[config.mk]
export PLATFORM = sky130hd
export DESIGN_NAME = mmio_uart_tx
export DESIGN_NICKNAME = d
export VERILOG_FILES = /design/src/rtl/mmio_pkg.sv /design/src/rtl/sync_fifo.sv /design/src/rtl/mmio_uart_tx.sv
export SDC_FILE = /design/constraint.sdc
export NUM_CORES = 1
export LEC_CHECK = 0
export CAP_MARGIN = 40
export CELL_PAD_IN_SITES_DETAIL_PLACEMENT = 1
export CELL_PAD_IN_SITES_GLOBAL_PLACEMENT = 1
export CORE_MARGIN = 5
export CORE_UTILIZATION = 41
export DETAILED_ROUTE_END_ITERATION = 8
export PLACE_DENSITY = 0.91
export SKIP_CTS_REPAIR_TIMING = 1
export SLEW_MARGIN = 20
export SYNTH_ARGS = -nofsm -noshare
export SYNTH_HDL_FRONTEND = slang
export SYNTH_SLANG_ARGS = --single-unit
[constraint.sdc]
create_clock -name clk -period 3.2 [get_ports clk]
set_input_delay 0.64 -clock clk [delete_from_list [all_inputs] [get_ports clk]]
set_output_delay 0.64 -clock clk [all_outputs]
set_load 0.03 [all_outputs]
[src/rtl/mmio_pkg.sv]
// Shared definitions for the memory-mapped UART transmitter: register map,
// status bit positions and the transmit FSM state type.
package mmio_pkg;

  localparam logic [31:0] UART_BASE  = 32'h1000_0000;
  localparam logic [31:0] TXDATA_OFS = 32'h0000_0000;
  localparam logic [31:0] STATUS_OFS = 32'h0000_0004;

  localparam int STAT_FULL     = 0;
  localparam int STAT_EMPTY    = 1;
  localparam int STAT_BUSY     = 2;
  localparam int STAT_OVERFLOW = 3;

  typedef enum logic [1:0] {
    IDLE  = 2'd0,
    START = 2'd1,
    DATA  = 2'd2,
    STOP  = 2'd3
  } uart_state_t;

  function automatic logic [31:0] pack_status(input logic full, input logic empty,
                                              input logic busy, input logic overflow);
    logic [31:0] s;
    s                = '0;
    s[STAT_FULL]     = full;
    s[STAT_EMPTY]    = empty;
    s[STAT_BUSY]     = busy;
    s[STAT_OVERFLOW] = overflow;
    return s;
  endfunction

endpackage

[src/rtl/sync_fifo.sv]
// Single-clock FIFO with natural-wrap pointers and an occupancy counter.
// Reusable for both transmit and receive byte paths.
module sync_fifo #(
  parameter int WIDTH = 8,
  parameter int DEPTH = 8
) (
  input  logic                       clk,
  input  logic                       rst_n,
  input  logic                       push,
  input  logic [WIDTH-1:0]           wdata,
  input  logic                       pop,
  output logic [WIDTH-1:0]           rdata,
  output logic                       full,
  output logic                       empty,
  output logic [$clog2(DEPTH):0]     count
);

  localparam int PW = $clog2(DEPTH);
  localparam int CW = PW + 1;

  logic [WIDTH-1:0] mem [DEPTH];
  logic [PW-1:0]    wr_ptr;
  logic [PW-1:0]    rd_ptr;
  logic [CW-1:0]    cnt;
  logic             do_push;
  logic             do_pop;

  // Handshake: push/pop are requests; a pop is taken only when non-empty, and
  // a push is taken when a slot is free or a same-cycle pop frees one.
  assign do_pop  = pop && !empty;
  assign do_push = push && (!full || do_pop);

  assign full  = (cnt == CW'(DEPTH));
  assign empty = (cnt == '0);
  assign count = cnt;
  assign rdata = mem[rd_ptr];

  always_ff @(posedge clk) begin
    if (do_push) begin
      mem[wr_ptr] <= wdata;
    end
  end

  always_ff @(posedge clk or negedge rst_n) begin
    if (!rst_n) begin
      wr_ptr <= '0;
      rd_ptr <= '0;
      cnt    <= '0;
    end else begin
      if (do_push) begin
        wr_ptr <= wr_ptr + 1'b1;
      end
      if (do_pop) begin
        rd_ptr <= rd_ptr + 1'b1;
      end
      case ({do_push, do_pop})
        2'b10:   cnt <= cnt + 1'b1;
        2'b01:   cnt <= cnt - 1'b1;
        default: cnt <= cnt;
      endcase
    end
  end

endmodule

[src/rtl/mmio_uart_tx.sv]
// Memory-mapped 8N1 UART transmitter: store-fed TX FIFO, baud-rate FSM and a
// combinationally readable status word for single-cycle loads.
module mmio_uart_tx
  import mmio_pkg::*;
#(
  parameter int          CLKS_PER_BIT = 868,
  parameter int          FIFO_DEPTH   = 8,
  parameter logic [31:0] BASE_ADDR    = UART_BASE
) (
  input  logic        clk,
  input  logic        reset,
  input  logic        mem_write,
  input  logic        mem_read,
  input  logic [31:0] addr,
  input  logic [31:0] write_data,
  output logic [31:0] read_data,
  output logic        hit,
  output logic        tx,
  output logic        tx_busy,
  output uart_state_t dbg_state
);

  localparam int BW = $clog2(CLKS_PER_BIT);
  localparam int CW = $clog2(FIFO_DEPTH) + 1;
  localparam logic [BW-1:0] BAUD_MAX = BW'(CLKS_PER_BIT - 1);

  uart_state_t   state, state_n;
  logic [BW-1:0] baud, baud_n;
  logic [2:0]    bit_idx, bit_n;
  logic [7:0]    shift, shift_n;
  logic          tx_q, tx_n;
  logic          fsm_pop;

  logic          hit_txdata;
  logic          hit_status;
  logic          wr_txdata;
  logic          wr_status;
  logic          overflow;
  logic          ovf_set;
  logic          ovf_clr;

  logic [7:0]    fifo_rdata;
  logic          fifo_full;
  logic          fifo_empty;
  logic [CW-1:0] fifo_count;
  logic [31:0]   status;

  // Register decode
  assign hit_txdata = (addr == BASE_ADDR + TXDATA_OFS);
  assign hit_status = (addr == BASE_ADDR + STATUS_OFS);
  assign hit        = hit_txdata || hit_status;
  assign wr_txdata  = mem_write && hit_txdata;
  assign wr_status  = mem_write && hit_status;

  sync_fifo #(
    .WIDTH (8),
    .DEPTH (FIFO_DEPTH)
  ) u_fifo (
    .clk   (clk),
    .rst_n (reset),
    .push  (wr_txdata),
    .wdata (write_data[7:0]),
    .pop   (fsm_pop),
    .rdata (fifo_rdata),
    .full  (fifo_full),
    .empty (fifo_empty),
    .count (fifo_count)
  );

  // A push into a full FIFO survives only if the FSM pops in the same cycle.
  assign ovf_set = wr_txdata && fifo_full && !fsm_pop;
  assign ovf_clr = wr_status && write_data[STAT_OVERFLOW];

  always_ff @(posedge clk or negedge reset) begin
    if (!reset) begin
      overflow <= 1'b0;
    end else if (ovf_set) begin
      overflow <= 1'b1;
    end else if (ovf_clr) begin
      overflow <= 1'b0;
    end
  end

  assign tx_busy   = (state != IDLE) || (fifo_count != '0);
  assign status    = pack_status(fifo_full, fifo_empty, tx_busy, overflow);
  assign read_data = (mem_read && hit_status) ? status : 32'h0;
  assign tx        = tx_q;
  assign dbg_state = state;

  always_ff @(posedge clk or negedge reset) begin
    if (!reset) begin
      state   <= IDLE;
      baud    <= '0;
      bit_idx <= '0;
      shift   <= '0;
      tx_q    <= 1'b1;
    end else begin
      state   <= state_n;
      baud    <= baud_n;
      bit_idx <= bit_n;
      shift   <= shift_n;
      tx_q    <= tx_n;
    end
  end

  // The shift register moves right each data bit, so tx always takes shift[1]
  // when stepping to the next bit.
  always_comb begin
    state_n = state;
    baud_n  = baud;
    bit_n   = bit_idx;
    shift_n = shift;
    tx_n    = tx_q;
    fsm_pop = 1'b0;
    case (state)
      IDLE: begin
        if (!fifo_empty) begin
          fsm_pop = 1'b1;
          shift_n = fifo_rdata;
          tx_n    = 1'b0;
          baud_n  = BAUD_MAX;
          state_n = START;
        end
      end
      START: begin
        if (baud == '0) begin
          state_n = DATA;
          tx_n    = shift[0];
          baud_n  = BAUD_MAX;
          bit_n   = 3'd0;
        end else begin
          baud_n = baud - 1'b1;
        end
      end
      DATA: begin
        if (baud == '0) begin
          baud_n = BAUD_MAX;
          if (bit_idx == 3'd7) begin
            state_n = STOP;
            tx_n    = 1'b1;
          end else begin
            bit_n   = bit_idx + 3'd1;
            shift_n = {1'b0, shift[7:1]};
            tx_n    = shift[1];
          end
        end else begin
          baud_n = baud - 1'b1;
        end
      end
      STOP: begin
        if (baud == '0) begin
          if (!fifo_empty) begin
            fsm_pop = 1'b1;
            shift_n = fifo_rdata;
            tx_n    = 1'b0;
            baud_n  = BAUD_MAX;
            state_n = START;
          end else begin
            state_n = IDLE;
            tx_n    = 1'b1;
          end
        end else begin
          baud_n = baud - 1'b1;
        end
      end
      default: begin
        state_n = IDLE;
        tx_n    = 1'b1;
      end
    endcase
  end

endmodule

; ---- Word-level counts from Yosys, hierarchy flattened
; Memory sizes are Yosys's and may differ from the RTL's.
; Index checks and enable logic that the tools add are counted.
; Widths: inputs -> output; s select.
[word_totals]
regBits = 35
latch_bits = 0
ramBits = 64
rom_bits = 0
inputBits = 68
out_inout_bits = 37
elab_cells = 95
memories = 1
[mem_list]
columns = memory, words, width, read_ports, rd_ports_with_merged_regs, write_ports, line_no
row1 = u_fifo.mem, 8, 8, 1, 0, 1, sync_fifo.sv:21  ; logic [WIDTH-1:0] mem [DEPTH];
[classes]
n_addsub = 6
n_mul = 0
n_div = 0
order_cmp = 0
eq_ne = 15
shift = 0
mux = 36
bitwise = 0
reduce_logical = 28
[op_table]
columns = cell, count
row1 = $eq 32x29->1 const B, 2
row2 = $mux 8, 4
row3 = $mux 10, 3
row4 = $pmux 10 s3, 1
row5 = $pmux 8 s3, 1
row6 = $mux 1, 13
row7 = $ne 2x2->1 const B, 6
row8 = $reduce_and 4->1, 3
row9 = $logic_not 10->1, 1
row10 = $mux 2, 5
row11 = $sub 10x1->10 const B, 1
row12 = $add 3x1->3 const B, 3
row13 = $mux 3, 3
row14 = $logic_and 1x1->1, 8
row15 = $pmux 2 s4, 1
row16 = $pmux 4 s2, 1
row17 = $reduce_bool 2->1, 4
row18 = $eq 2x2->1 const B, 3
row19 = $pmux 3 s2, 1
row20 = $reduce_and 5->1, 1
row21 = $add 4x1->4 const B, 1
row22 = $eq 2x1->1 const B, 2
row23 = $eq 4x4->1 const B, 1
row24 = $logic_not 4->1, 1
row25 = 11 further kinds, 15

; ---- Logic depth before layout (Yosys ltp)
; Gate-level depths: netlist of run 1.
[logic_depth]
word_depth = 9
depth_mapped = 15

; ---- By module
; Synthesis of run 1 repeated with hierarchy kept, for this count alone.
[unflattened]
cells_unflattened = 372
hier_area_um2 = 5134.9
[modules_own_cells]
columns = mod, instances, cells_each, area_each_um2, seq_area_each_um2
row1 = sync_fifo, 1, 162, 3113.0, 2172.1
row2 = mmio_uart_tx, 1, 210, 2021.9, 626.9

; ---- Worst setup path after synthesis of run 1
; Ideal clock, no wire load.
[synth_timing]
path_kind = register -> register
start = reg state[0], in the netlist dbg_state[0]
end = reg u_fifo.cnt[2], in the netlist u_fifo.count[2]
arrival_time_ns = 2.877
required_ns = 3.075
slack_ns = 0.197
stages_incl_launch_ff = 15
n_path_buf = 0
synth_period_minus_slack_ns = 3.003
cell_sequence = dfrtp_1 inv_1 ha_1 nand2b_1 nand3_1 a31oi_4 nor3_1 inv_1 ha_1 xor2_1 ha_1 a21oi_1 xor2_1 nor2_1 xor2_1
[synth_via]
elab_chain_len = 7
word_cells_on_any_way = 10
classes_between = 3 x eq/ne / 2 x mux / 5 x reduce/logical
[synth_rtl]
columns = element, line_no
row1 = start: declaration, mmio_uart_tx.sv:27  ; uart_state_t state, state_n;
row2 = start signal: assignment, mmio_uart_tx.sv:98  ; state <= state_n;
row3 = $eq 2x2->1 or $logic_not 2->1 (tied branches), mmio_uart_tx.sv:115  ; case (state)
row4 = $pmux 1 s2 *, mmio_uart_tx.sv:115
row5 = $logic_and 1x1->1 *, sync_fifo.sv:30  ; assign do_pop = pop && !empty;
row6 = $logic_or 1x1->1, sync_fifo.sv:31  ; assign do_push = push && (!full || do_pop);
row7 = $logic_and 1x1->1, sync_fifo.sv:31
row8 = $eq 2x1->1 or $eq 2x2->1 (tied branches), sync_fifo.sv:56  ; case ({do_push, do_pop})
row9 = $pmux 4 s2 or $reduce_bool 2->1 (tied branches), -
row10 = end signal: assignment, sync_fifo.sv:57  ; 2'b10: cnt <= cnt + 1'b1;
row11 = end signal: assignment, sync_fifo.sv:58  ; 2'b01: cnt <= cnt - 1'b1;
row12 = end signal: assignment, sync_fifo.sv:59  ; default: cnt <= cnt;
row13 = end: declaration, sync_fifo.sv:24  ; logic [CW-1:0] cnt;
; Mark *: on every way between the ends. The rest lies on a longest branch, timed or not.
; A chain may end at the register's enable or synchronous reset.

; ---- Final worst setup path of run 1
; Ends and elaborated chain as after synthesis.

==> results of run 1 <==
[state kept, by name, indices dropped and copies added (netlist names)]
signal	flops
overflow	1
tx	1
baud	10
bit_idx	3
u_fifo.wr_ptr	3
u_fifo.count	4
u_fifo.mem	64
dbg_state	2
u_fifo.rd_ptr	3
shift	8
[kinds of logic (layout without fill, tap and decap cells)]
family / after synthesis / count (layout) / share of synthesized area, %
muxes: 37 / 37 / 12.0
buffers and inverters: 51 / 102 / 6.33
adders and majority gates: 14 / 14 / 3.58
and+or+nand+nor: 89 / 89 / 10.8
DFF: 99 / 99 / 57.1
xor gates and xnor gates: 11 / 11 / 1.97
AOI/OAI and AO/OA: 55 / 55 / 8.17
other: 1 / 28 / 0.0766
[critical path: cells and delay by family (launching register included)]
family          cells  cell delay [ps]
flops               1              450
buf+inv             2              220
xor+xnor            3              530
compound gates      2              350
simple gates        4              560
fa+ha+maj           3              850
[layout make-up]
class                   count  area [um^2]  area share (%)
clock buffers               9          225            3.78
clock inverters             7         62.6            1.05
inverters                   9         33.8           0.567
multi-input cells         234         1930            32.4
flip-flops and latches     99         2800            46.9
well taps                 147          184            3.08
repair buffers             77          728            12.2
[power breakdown]
| group | internal (mW) | switching [mW] | total [mW] |
|---|---|---|---|
| logic | 0.0788 | 0.0915 | 0.170 |
| clock network | 0.541 | 0.507 | 1.05 |
| registers | 1.40 | 0.0257 | 1.43 |
[worst max path at each step]
stage                            start               to  slack (ps)  cells past startpoint
after floorplan           dbg_state[0]  u_fifo.count[2]         200                     14
after global placement         addr[1]  u_fifo.count[2]        -200                     13
after detailed placement       addr[5]  u_fifo.count[2]        -300                     13
after CTS                      addr[1]  u_fifo.count[2]           4                     13
after global routing          addr[18]  u_fifo.count[2]          20                     13
final                     dbg_state[0]  u_fifo.count[2]         160                     14
[routing by layer]
layer / up-vias / GRT usage, %
met5: - / 0
met4: 0 / 5.37
met1: 1660 / 19.5
met3: 13 / 3.70
li1: 1455 / -
met2: 115 / 32.6
[placed cells by master (no fill, tap or decap), types with 4 or more instances in the layout]
cell type and count:
nor3_1 8, o21ai_0 16, mux2i_1 9, clkbuf_16 9, nor4_1 9, mux2_2 12, ha_1 11, a21oi_1 9
xnor2_1 4, conb_1 28, nand2_1 19, xor2_1 7, buf_4 27, inv_1 8, edfxtp_1 64, nor2_1 17
dfrtp_1 34, mux4_2 16, and3_1 5, clkdlybuf4s50_1 47
[through the flow]
step	hold slack, ps	utilization [%]	instance area [um^2]	std cells	TNS, ps
2_1_floorplan	344	-	5000	384	0
6_report	498	50.3	5960	582	0
3_3_place_gp	483	47.4	5620	565	-480
4_1_cts	504	49.8	5910	581	0
5_1_grt	512	50.3	5960	582	0
3_5_place_dp	495	47.4	5620	565	-2620
==> qor.yml, run 1 <==
status: "finished clean"
max_slew_margin_pct: 38.9
wl_met3_um: 693
place_hpwl_mm: 8.70
ys_types: 57
cp_slowest_cell: "dfrtp_1"
cap_violations: 0
vdd_drop_max_mv: 0.529
die_w_um: 119
cts.sinks: 99
yosys_warnings: 0
fin_skew_ps: 11.2
antenna_found_initial: 0
drtIter0Drc: 177
synth_seq_area_share_pct: 57.1
layout.nets: 512
place.gp.congestion: 0.834
tightest_slew_ps: 908
grt_max_degree: 36
postSynth.asyncResetShare_pct: 35.4
h-tree-depth: 3
start_util_pct: 41.3
worst_slack_ps: 156
die-area_um2: 14200
clock.fmax_mhz: 328
required_ps: 3470
avgRoutedWirePerCell_um: 21.3
cts_buffers: 9
rsz0062_at_grt: "false"
worstSkewPairLatency_ps: 350
r2r-end: "u_fifo.count[2]"
clk_path_buf_depth: 2
path_class: "reg2reg"
yosysMostFrequentCell: "edfxtp_1"
cp_data_arrival_time_ps: 3310
rr_worst_depth: 14
n_antenna_cell: 0
cp-end-kind: "register"
cts.clk_slew.worst_paths_ps: 70
root_buffer: "clkbuf_16"
grt_use_total_pct: 17.4
max_stage_delay_ps: 450
routed.top_layer: "met4"
hold_path_class: "reg2reg"
syn_inst: 357
dieHeight_um: 119
syn_avg_cell_area_um2: 13.7
grt_pass1_vias: 3562
p_per_area_nw_per_um2: 444
worstHoldPathCells: 2
synthTopCellsByArea: "edfxtp_1 39%, dfrtp_1 17%, mux4_2 7.4%"
synth-edff-count: 64
p_leak_nw: 2.31
min_from: "tx"
vias: 3243
port_buffers: 52
drt-total-wl_mm: 12.4
grt_pass1_wl_mm: 19.2
row_count: 40
ios: 105
setup_viol: 0
finalCritPeriodShare_pct: 95.1
syn_area_um2: 4900
r2r_setup_slack_ps: 160
min_to: "tx"
grt-ovfl-total: 0
rr_startpoint: "dbg_state[0]"
path_max_fanout: 8
drc: 0
wl_met1_mm: 4.85
min_period_ps: 3040
dr.pass1.iters: 4
ant_nets: 0
n_fill_cell: 1181
synth_flop_cell: "edfxtp_1"
route.met2.wl_mm: 6.71
hold_viol: 0
synth_top_area_share_pct: 39.2
dp_worst_setup_slack_ps: -298
drv_slew: 0
drive_above_1_share_pct: 21.1
ys_top_cells_by_count: "64 x edfxtp_1, 34 x dfrtp_1, 28 x buf_4"
p_total_mw: 2.65
synth_top_cell_by_area: "edfxtp_1"
startpoint_type: "register"
worstPathCellList: "inv_1, ha_2, nand2b_1, nand3_1, a31oi_4, nor3_4, inv_2, ha_2, xor2_1, ha_2, a21oi_2, xor2_1, nor2_1, xor2_1"
ys_ff_latch: 99
via_per_inst: 5.57
area_growth_pct: 21.7
core-area_um2: 11900
tritoncts: "built"
No activity file was read; power rests on OpenSTA's default activity.
==> run 2: changes to the inputs <==
--- a/config.mk
+++ b/config.mk
@@ -8,7 +8,7 @@
 export CAP_MARGIN = 40
 export CELL_PAD_IN_SITES_DETAIL_PLACEMENT = 1
 export CELL_PAD_IN_SITES_GLOBAL_PLACEMENT = 1
-export CORE_MARGIN = 5
+export CORE_MARGIN = 1.5
 export CORE_UTILIZATION = 41
 export DETAILED_ROUTE_END_ITERATION = 8
 export PLACE_DENSITY = 0.91
==> qor.yml, run 2 (synthesis results as in run 1) <==
cp_data_arrival_time_ps: 3340
utilization_pct: 52.7
n_antenna_cell: 0
grt_use_total_pct: 20.5
tightest_slew_ps: 846
via_per_inst: 5.69
ant_nets: 0
area_growth_pct: 24.0
finalNonFillerCells: 582
ios: 105
vdd_drop_max_mv: 0.291
grt_pass1_wl_mm: 19.7
die_w_um: 112
dr.pass1.iters: 6
drt-total-wl_mm: 12.7
design_area_um2: 6070
cts_buffers: 9
drv_slew: 0
finalCritPeriodShare_pct: 97.1
largest_reg_flops: 64
fin_skew_ps: 5.63
cts.sinks: 99
core-area_um2: 11500
rr_worst_depth: 13
hold_viol: 0
clkPwrFrac_pct: 40.1
place.gp.congestion: 0.836
min_period_ps: 3110
dieHeight_um: 112
required_ps: 3430
root_buffer: "clkbuf_16"
dp_cells: 560
tritoncts: "built"
setup_viol: 0
reg_top3: "u_fifo.mem: 64 flops, baud: 10 flops, shift: 8 flops"
worstSkewPairLatency_ps: 350
r2r-end: "u_fifo.count[2]"
row_count: 39
regMostFlops: "u_fifo.mem"
drc: 0
cap_violations: 0
h-tree-depth: 3
grt-ovfl-total: 0
path_max_fanout: 3
start_util_pct: 42.5
layout_common_cells: "64 x edfxtp_1, 40 x clkdlybuf4s50_1, 33 x dfrtp_1"
vias: 3312
max_slew_margin_pct: 42.8
place_hpwl_mm: 8.25
pwr-share-comb_pct: 6.3
drtIter0Drc: 205
layout.nets: 516
status: "finished clean"
startpoint_type: "input pin"
clk_path_buf_depth: 2
port_buffers: 52
worstHoldPathCells: 2
antenna_found_initial: 0
path_class: "in2reg"
p_per_area_nw_per_um2: 439
grt_max_degree: 36
power_switching_uw: 634
rr_startpoint: "u_fifo.count[1]"
p_int_mw: 2.03
drive_above_1_share_pct: 23.5
avgRoutedWirePerCell_um: 21.8
die-area_um2: 12600
r2r_setup_slack_ps: 160
seqPwrFrac_pct: 53.6
final_common_cell: "edfxtp_1"
grt_pass1_vias: 3596
swShare_pct: 23.8
cts.clk_slew.worst_paths_ps: 70
clock.fmax_mhz: 322
min_from: "tx"
p_leak_nw: 2.41
cp-end-kind: "register"
dpl-instance-area_um2: 5620
hold_path_class: "reg2reg"
min_to: "tx"
## run 2: area by class of cell
class                           instances  area (um^2)
Clock buffer                            9          225
Clock inverter                          7         70.1
Fill cell                            1136         5440
Inverter                                9         33.8
Multi-Input combinational cell        234         1970
Sequential cell                        99         2800
Tap cell                              143          179
Timing Repair Buffer                   81          793
## run 2: worst max-delay path, cell delays in order
cell             delay [ps]
clkdlybuf4s50_1         430
nor4_2                  240
nand4_1                 170
or3_4                   420
nor3_2                  160
buf_4                   150
inv_2                    50
ha_4                    160
xor2_2                  140
ha_2                    210
a21oi_2                 170
xor2_1                  160
nor2_1                   80
xor2_1                  140
## run 2: how the worst max path moves through the flow
| stage | cells after the start | slack, ps | startpoint | endpoint |
|---|---|---|---|---|
| after global routing | 14 | -50 | addr[10] | u_fifo.count[2] |
| after floorplan | 14 | 200 | dbg_state[0] | u_fifo.count[2] |
| after global placement | 14 | -180 | addr[1] | u_fifo.count[2] |
| after detailed placement | 14 | -360 | addr[1] | u_fifo.count[2] |
| after CTS | 14 | -10 | dbg_state[0] | u_fifo.count[3] |
| final | 14 | 90 | addr[10] | u_fifo.count[2] |
## run 2: layer usage
layer  GRT usage (%)  wire length (um)  up-vias
li1                -                 -     1462
met1            23.3              4730     1673
met2            37.8              6780      149
met3            4.32               821       28
met4            7.93               337        0
met5               0                 0        -
## run 2: through the flow
stage	setup slack, ps	hold slack [ps]	setup TNS (ps)	total power [mW]
finish	91.9	499	0	2.66
global route	-51.2	529	-53.7	2.73
CTS	-11.6	499	-11.6	2.68
detailed placement	-358	481	-2440	1.62
global placement	-178	480	-283	1.61
floorplan	197	344	0	1.55
## run 2: power by group through the flow
stage                     Clock (mW)  Sequential (mW)  Combinational, mW
after floorplan                    0             1.45              0.109
after global placement             0             1.45              0.155
after detailed placement           0             1.45              0.163
after CTS                       1.09             1.43              0.165
after global routing            1.12             1.43              0.179
final                           1.07             1.43              0.167
